--- src/rtl/timer_ten.sv ---
// One decimal digit of the countdown timer: loadable, enabled mod-MOD down-counter with borrow.
// Optional macro TIMER_TEN_LOAD_CLAMP_EN: out-of-range loads clamp to MOD-1 instead of loading 0.
module timer_ten #(
   parameter int unsigned WIDTH = 4,
   parameter int unsigned MOD   = 10
) (
   input  logic [WIDTH-1:0] in,
   input  logic             loadn,
   input  logic             clk,
   input  logic             clrn,
   input  logic             en,
   output logic [WIDTH-1:0] out,
   output logic             tc,
   output logic             zero
);

   localparam logic [WIDTH-1:0] MaxVal = WIDTH'(MOD - 1);

   logic [WIDTH-1:0] cnt_q, cnt_d;
   logic [WIDTH-1:0] load_val;
   logic             cnt_zero;

   // Loads beyond the modulus are folded back so out never leaves 0..MOD-1.
   always_comb begin
      load_val = in;
      if (in > MaxVal) begin
`ifdef TIMER_TEN_LOAD_CLAMP_EN
         load_val = MaxVal;
`else
         load_val = '0;
`endif
      end
   end

   assign cnt_zero = (cnt_q == '0);

   always_comb begin
      cnt_d = cnt_q;
      if (!loadn) begin
         cnt_d = load_val;
      end else if (en) begin
         cnt_d = cnt_zero ? MaxVal : cnt_q - 1'b1;
      end
   end

   // clrn is active-high despite its name.
   always_ff @(posedge clk or posedge clrn) begin
      if (clrn) begin
         cnt_q <= '0;
      end else begin
         cnt_q <= cnt_d;
      end
   end

   assign out  = cnt_q;
   assign zero = cnt_zero;
   assign tc   = en & cnt_zero;

endmodule

--- config.mk ---
export PLATFORM = sky130hd
export DESIGN_NAME = timer_ten
export DESIGN_NICKNAME = d
export VERILOG_FILES = /design/src/rtl/timer_ten.sv
export SDC_FILE = /design/constraint.sdc
export NUM_CORES = 1
export LEC_CHECK = 0
export CORE_AREA = 2 2 39 41
export DETAILED_ROUTE_END_ITERATION = 12
export DIE_AREA = 0 0 41 43
export DONT_BUFFER_PORTS = 1
export PLACE_DENSITY_LB_ADDON = 0.12
export SKIP_CTS_REPAIR_TIMING = 1
export SLEW_MARGIN = 20
export SYNTH_ARGS = -nofsm -noshare
export SYNTH_HDL_FRONTEND = slang
export SYNTH_SLANG_ARGS = --single-unit
--- constraint.sdc ---
create_clock -name clk -period 1 [get_ports clk]
set_input_delay 0.15 -clock clk [delete_from_list [all_inputs] [get_ports clk]]
set_output_delay 0.15 -clock clk [all_outputs]
set_load 0.05 [all_outputs]
==> Word level (Yosys, flattened, before mapping) <==
Index checks and enable logic that the tools add are counted.
{ "word_totals": {"elab_cells": 10, "regBits": 4} }
{ "classes": {"muxes": 4, "bitwise": 1, "n_reduce_logical": 1, "eq_ne": 1, "magnitude_cmp": 1, "add_sub_neg": 1} }
{ "ops": {"columns": ["op", "n"], "rows": [
  ["4-bit 2-to-1 mux", 4],
  ["4-bit > comparator (second input constant)", 1],
  ["4-bit zero test", 1],
  ["4-bit by 1-bit subtractor with 4-bit output (second input constant)", 1],
  ["2-bit by 1-bit != test with 1-bit output (second input constant)", 1],
  ["1-bit AND", 1]
]} }

==> Depth between registers and ports, before layout <==
Gate-level depths: netlist of run 1.
{ "logic_depth": {"ltp_word": 4, "ltp_mapped": 3, "depth_no_buf": 3} }

==> Worst setup path before layout of run 1 <==
OpenSTA, ideal clock, no wires.
{ "synth_path": {"path_type": "register -> output", "startpoint": "register cnt_q[1] (netlist: out[1])", "endpoint": "output zero", "path_stages_with_launch": 2, "path_slack_ps": -1355, "n_path_buf": 0, "required_time_ps": 850, "arrival_ps": 2205, "cell_sequence": "dfrtp_1 > nor4_1"} }
{ "synth_via": {"elab_chain_cells": 1} }
{ "synth_lines": {"columns": ["element", "line", "text"], "rows": [
  ["start: declaration", "19", "logic [WIDTH-1:0] cnt_q, cnt_d;"],
  ["start signal: assignment", "51", "cnt_q <= cnt_d;"],
  ["4-bit zero test", "35", "assign cnt_zero = (cnt_q == '0);"],
  ["end: declaration", "14", "output logic zero"]
]} }
Every way passes these cells.

==> Worst setup path in the final report of run 1 <==
{ "layout_path": {"startpoint": "register cnt_q[2] (netlist: out[2])", "endpoint": "output tc"} }
{ "layout_via": {"elab_chain_cells": 2} }
{ "layout_lines": {"columns": ["element", "line", "text"], "rows": [
  ["4-bit zero test", "35", null],
  ["1-bit AND", "57", "assign tc = en & cnt_zero;"],
  ["end: declaration", "13", "output logic tc,"]
]} }
Every way passes these cells.

==> key figures, run 1 <==
Run status
  – Status: complete, but fails checks
  – Violations in the final reports: negative setup slack

Logic synthesis
  – Cell with the most instances after synthesis: sky130_fd_sc_hd__dfrtp_1
  – Leading area contributor after synthesis: sky130_fd_sc_hd__dfrtp_1
  – Gate Count Post-Synth: 28
  – Syn_area_per_cell: between 9 and 10 um^2
  – Proportion of synthesized chip area in sequential cells: between 30% and 40%
  – Area fraction of the dominant cell type after synthesis: between 30% and 40%
  – Main area contributors after synthesis: sky130_fd_sc_hd__dfrtp_1 (39%), sky130_fd_sc_hd__nor4b_2 (5.9%), sky130_fd_sc_hd__nand2b_4 (5.4%)
  – Fraction of registers with async set/reset: between 90% and 100%
  – Commonest cells in the synthesized netlist: sky130_fd_sc_hd__dfrtp_1 (4), sky130_fd_sc_hd__nand2_1 (3)
  – Post-Syn Area: approximately 260 um^2
  – Dominant synthesized flop cell: sky130_fd_sc_hd__dfrtp_1
  – FF+latch count, synth: 4
  – Count of different cell masters after synthesis: 19
  – Synthesis Warnings: 0
  – Syn Nets: 36
  – Number of flops mapped to enable cells by yosys: 0

Floorplanning
  – Starting utilization of the core area: between 15 and 20%
  – Number of core rows: 14
  – Number of placed I/O pins: 14
  – Die Area: approximately 1800 um^2
  – Floorplan core area: ~1400 um^2
  – Die W: a little over 40 um
  – Die Y: between 40 and 50 um

Drt
  – Drt initial violations: 6
  – Remaining antenna violation count after routing: 0
  – Final routed wirelength across all metal layers: 740 um
  – Per-cell routed wire length: ~12 um
  – Number of design rule violations left after detail routing: 0
  – Ratio of routed vias to standard cells: ~4.6
  – Drt pass-1 iters: 4
  – Via count of the routed design: approximately 280

Timing
  – Final Slew Violations: 0
  – Final Hold Violating Endpoints: 0
  – Maximum clock rate: 681 MHz
  – Setup WS post-layout: -0.469 ns
  – Final setup TNS: -1.71 ns
  – Setup repair after global routing missed its margin: true
  – Final-report setup violation count: 9
  – Post-layout minimum cycle time: between 1 and 1.5 ns
  – Transition time of the tightest slew-check pin: about 0.26 ns
  – Max_slew headroom: between 80% and 90%
  – Worst hold-check slack: roughly 0.031 ns
  – Period utilisation layout: 147%
  – Skew final: about 0.0047 ns

Worst hold path
  – Worst Hold Launch: loadn
  – HP Class: input pin to register
  – Number of cells on the worst hold path: 1

Finish
  – Fin util: 38.8%
  – Area of combinational cells with multiple inputs: slightly above 200 um^2
  – Layout cell share with drive strength beyond 1: 62.2%
  – Number of diodes: 0
  – Total number of nets in the final design: 55
  – Final Instance Count excl. Fillers: 61
  – Number of fill cells in the layout: around 150
  – Layout overhead on the synthesized area: 110%
  – Number of flip-flops in the largest register: 4
  – Register area: about 110 um^2

Power and ir drop
  – IR drop worst, VDD: between 0.5 and 0.6 mV
  – Leakage component of the power: about 0.23 nW
  – Power density cells: 1460 nW/um^2

Clocking
  – CTS tree: yes
  – Number of CTS-inserted buffers: 3
  – Later-pin clock latency in the skew report: 0.23 ns
  – Deepest level of the CTS H-tree: 1
  – Clock transition at the registers of the reported paths: approximately 0.040 ns
  – Worst-case clock buffer depth: 2
  – Number of sinks driven by the clock tree: 4
  – Library cell used as clock root buffer: sky130_fd_sc_hd__clkbuf_4

Global route
  – Wire length of the first global-routing pass: approximately 1.1 mm
  – Number of global-route vias before repair: between 200 and 300
  – Global-route total usage across every layer: 10.5%
  – Congestion Overflow GR: 0
  – Number of antenna violations at the first check in global routing: 0
  – Maximum number of pins on one net before global-route repair: 10

Setup path
  – Type of element capturing the critical path: primary output
  – Timing startpoint of the critical path: out[2]
  – Worst Reg2Reg Path Length in Cells: 4
  – Library cell contributing the largest single delay on the critical path: sky130_fd_sc_hd__dfrtp_2
  – Ordered list of cells on the worst path: nor4b_4 > nor2b_4 > buf_12
  – Reg-to-reg startpoint: out[0]
  – Max FO, Critical Path: 3
  – Crit path largest cell delay: 0.42 ns
  – Worst setup path class: register to primary output
  – Data required time at the worst endpoint: between 0.8 and 0.9 ns
  – Arrival time reported for the critical path endpoint: about 1.3 ns
  – Startpoint type of the worst setup path: register

Placement
  – PortBufs: 0
  – Placed cells: 54
  – Routability Congestion: slightly above 0.6

Flow run
  – Count of maximum capacitance violations: 0
==> critical path, delay by kind of cell (launching register included) <==
family / cells / cell delay (ns)
buffers and inverters: 1 / 0.14
DFF: 1 / 0.42
and+or+nand+nor: 2 / 0.52
==> layout make-up <==
type / count / share of cell area [%]
clock buffers: 3 / 4.20
inverters: 2 / 1.40
multi-input cells: 21 / 38.7
flip-flops and latches: 4 / 19.6
well taps: 16 / 3.73
repair buffers: 15 / 32.4
==> routing by layer <==
metal / vias up / routed length (um) / track usage (%)
met2: 8 / 360 / 12.8
met5: - / 0 / 0
li1: 139 / - / -
met3: 0 / 62 / 4.71
met1: 132 / 317 / 13.7
met4: 0 / 0 / 8.00
==> through the flow <==
stage	total power [mW]	area (um^2)	setup slack [ns]
floorplan	0.392	292	-0.392
global placement	0.507	415	-0.218
detailed placement	0.505	415	-0.238
CTS	0.719	438	-0.494
global route	0.832	537	-0.524
finish	0.781	537	-0.469
==> placed cells by master, fill, tap and decap left out, drive strengths merged, types with 2 or more instances in the layout <==
cell    count
a21oi       2
nand2b      2
clkbuf      3
a31oi       2
dfrtp       4
buf        14
nor4        2
nand2       3
inv         2
==> cells by family (layout without fill, tap and decap cells) <==
kind of cell / count (synthesis) / after routing / synth area share (%)
AND/OR/NAND/NOR: 13 / 13 / 35.8
flip-flops: 4 / 4 / 39.2
XOR/XNOR: 1 / 1 / 3.43
AO/OA/AOI/OAI: 7 / 7 / 17.2
buffers and inverters: 3 / 20 / 4.41
==> final timing paths <==
check,to,slack [ns]
hold reg to reg,out[2],0.75
setup reg to reg,out[1],-0.29
max in group asynchronous,out[0],0.60
min in group asynchronous,out[3],0.24
setup / recovery,tc,-0.47
hold / removal,out[0],0.03
==> power breakdown <==
group | total, mW | internal [mW] | leakage, nW | switching [mW]
Combinational | 0.363 | 0.181 | 0.172 | 0.183
Clock | 0.203 | 0.134 | 0.0138 | 0.0683
Sequential | 0.215 | 0.184 | 0.0452 | 0.0313
Total | 0.781 | 0.499 | 0.231 | 0.282
No activity file was read; power rests on OpenSTA's default activity.
==> run 2: changes to the inputs <==
--- a/config.mk
+++ b/config.mk
@@ -6,10 +6,13 @@
 export NUM_CORES = 1
 export LEC_CHECK = 0
 export CORE_AREA = 2 2 39 41
+export CTS_CLUSTER_DIAMETER = 120
 export DETAILED_ROUTE_END_ITERATION = 12
 export DIE_AREA = 0 0 41 43
 export DONT_BUFFER_PORTS = 1
+export MAX_ROUTING_LAYER = met4
 export PLACE_DENSITY_LB_ADDON = 0.12
+export SETUP_SLACK_MARGIN = 0.5
 export SKIP_CTS_REPAIR_TIMING = 1
 export SLEW_MARGIN = 20
 export SYNTH_ARGS = -nofsm -noshare
==> run 2 against run 1 <==
The run still ends with negative setup slack left. Worst hold slack got worse by 0.0028 ns. Setup slack barely moved. Sequential power rose by 2%. Critical path depth did not move. Sequential share of layout area rose by 0.33 points. Flip-flop and latch count did not move. First-iteration DRC count fell by 67%. Largest cell class unchanged. Largest power group unchanged. Highest routed layer is now met4.
==> key figures, run 2 (synthesis gave the netlist of run 1 again) <==
Power and ir drop
  – IR drop worst, VDD: 0.555 mV (+7.7%)
  – Power density cells: 1450 nW/um^2 (-0.31%)
  – Leakage component of the power: 0.235 nW (+1.9%)

Clocking
  – Library cell used as clock root buffer: sky130_fd_sc_hd__clkbuf_4
  – Clock transition at the registers of the reported paths: 0.04 ns (about the same)
  – Later-pin clock latency in the skew report: 0.24 ns (about the same)
  – Deepest level of the CTS H-tree: 1 (unchanged)
  – Worst-case clock buffer depth: 2 (unchanged)
  – Number of CTS-inserted buffers: 3 (unchanged)
  – CTS tree: yes
  – Number of sinks driven by the clock tree: 4 (unchanged)

Timing
  – Maximum clock rate: 681 MHz (about the same)
  – Post-layout minimum cycle time: 1.47 ns (-0.000480 ns)
  – Transition time of the tightest slew-check pin: 0.255 ns (-0.000842 ns)
  – Final-report setup violation count: 10 (+1)
  – Final Slew Violations: 0 (unchanged)
  – Setup repair after global routing missed its margin: true
  – Max_slew headroom: 82.8% (about the same)
  – Skew final: 0.00612 ns (+0.00143 ns)
  – Setup WS post-layout: -0.469 ns (+0.000480 ns)
  – Period utilisation layout: 147% (about the same)
  – Final Hold Violating Endpoints: 0 (unchanged)

Run status
  – Status: complete, but fails checks
  – Violations in the final reports: negative setup slack

Placement
  – Half-perimeter wire length after detailed placement: between 500 and 600 um
  – Pre-CTS worst setup slack: -0.243 ns (-0.00430 ns)
  – Routability Congestion: 0.643 (+4.0%)
  – PortBufs: 0 (unchanged)

Drt
  – Number of design rule violations left after detail routing: 0 (unchanged)
  – Ratio of routed vias to standard cells: 4.53 (-0.91%)
  – Drt pass-1 iters: 4 (unchanged)
  – Via count of the routed design: 281 (+0.72%)
  – Remaining antenna violation count after routing: 0 (unchanged)
  – Per-cell routed wire length: 12.1 um (about the same)
  – Drt initial violations: 2 (-4)
  – Final routed wirelength across all metal layers: 752 um (+1.6%)

Floorplanning
  – Die W: 41 um (unchanged)
  – Number of placed I/O pins: 14 (unchanged)
  – Die Area: 1760 um^2 (unchanged)
  – Floorplan core area: 1380 um^2 (unchanged)
  – Die Y: 43 um (unchanged)
  – Starting utilization of the core area: 18.4% (unchanged)
  – Number of core rows: 14 (unchanged)

Finish
  – Layout cell share with drive strength beyond 1: 60.9% (-1.4 points)
  – Number of fill cells in the layout: 143 (-2.7%)
  – Highest-count cells in the layout ignoring fill and taps: sky130_fd_sc_hd__buf_4 (6), sky130_fd_sc_hd__buf_6 (5), sky130_fd_sc_hd__nand2_1 (3), sky130_fd_sc_hd__clkbuf_4 (3), sky130_fd_sc_hd__dfrtp_2 (3)
  – Number of flip-flops in the largest register: 4 (unchanged)
  – Total number of nets in the final design: 56 (+1.8%)
  – Number of diodes: 0 (unchanged)
  – Most common cell after layout, fill and taps aside: sky130_fd_sc_hd__buf_4
  – Area of combinational cells with multiple inputs: 201 um^2 (-3.0%)
  – Register area: 108 um^2 (+2.4%)
  – Layout overhead on the synthesized area: 112%
  – Fin util: 39.1% (+0.27 points)

Global route
  – Number of global-route vias before repair: 256 (-6.9%)
  – Global-route total usage across every layer: 10.4% (-0.050 points)
  – Number of antenna violations at the first check in global routing: 0 (unchanged)
  – Wire length of the first global-routing pass: 1.09 mm (-3.6%)
  – Maximum number of pins on one net before global-route repair: 10 (unchanged)
  – Congestion Overflow GR: 0 (unchanged)

Setup path
  – Data required time at the worst endpoint: 0.85 ns (about the same)
  – Worst setup path class: register to primary output
  – Startpoint type of the worst setup path: register
  – Max FO, Critical Path: 3 (unchanged)
  – Type of element capturing the critical path: primary output
  – Arrival time reported for the critical path endpoint: 1.32 ns (about the same)

Worst hold path
  – HP Class: input pin to register

Flow run
  – Count of maximum capacitance violations: 0 (unchanged)
[run 2: where the power goes]
part	internal, mW	switching [mW]
Clock	0.134	0.0655
Sequential	0.187	0.0333
Combinational	0.183	0.182
Total	0.504	0.280
[run 2: critical path, cell delays in order, from the launching register on]
cell and delay [ns]:
sky130_fd_sc_hd__dfrtp_2 0.42, sky130_fd_sc_hd__nor4b_4 0.31, sky130_fd_sc_hd__nor2b_4 0.21, sky130_fd_sc_hd__buf_12 0.14
[run 2: through the flow]
stage | TNS [ns] | instance area [um^2] | hold slack [ns] | total power [mW] | cells
floorplan | -1.41 | 294 | -0.0841 | 0.395 | 28
global placement | -0.959 | 418 | -0.0704 | 0.509 | 54
detailed placement | -0.983 | 418 | -0.0680 | 0.508 | 54
CTS | -2.05 | 440 | -0.324 | 0.718 | 57
global route | -2.36 | 541 | 0.0202 | 0.834 | 62
finish | -1.90 | 541 | 0.0286 | 0.784 | 62
[run 2: final timing paths]
check | startpoint | to | slack [ns] | cells past startpoint
max in group asynchronous | clrn | out[3] | 0.60 | 2
min in group asynchronous | clrn | out[1] | 0.23 | 2
min | loadn | out[0] | 0.03 | 1
min reg2reg | out[3] | out[2] | 0.67 | 2
max | out[2] | tc | -0.47 | 3
max reg2reg | out[0] | out[1] | -0.26 | 4
[run 2: area by class of cell]
cell class                 count  share of cell area, %
clock buffer                   3                   4.17
inverter                       2                   1.39
multi-input combinational     21                   37.3
sequential                     4                   19.9
tap                           16                   3.70
timing repair buffer          16                   33.6
[run 2: layer usage]
layer  vias to the layer above  GRT usage, %  share of wire (%)
li1                        139             -                  -
met1                       129          13.7                 42
met2                        11          11.9                 47
met3                         2          4.71                8.1
met4                         0          8.00                2.4
met5                         -             -                  0
==> run 3: changes to the inputs <==
--- a/config.mk
+++ b/config.mk
@@ -14,7 +14,7 @@
 export PLACE_DENSITY_LB_ADDON = 0.12
 export SETUP_SLACK_MARGIN = 0.5
 export SKIP_CTS_REPAIR_TIMING = 1
-export SLEW_MARGIN = 20
+export SLEW_MARGIN = 10
 export SYNTH_ARGS = -nofsm -noshare
 export SYNTH_HDL_FRONTEND = slang
 export SYNTH_SLANG_ARGS = --single-unit
==> results of run 3 <==
Final layout, timing and power as in run 2 (identical DEF).
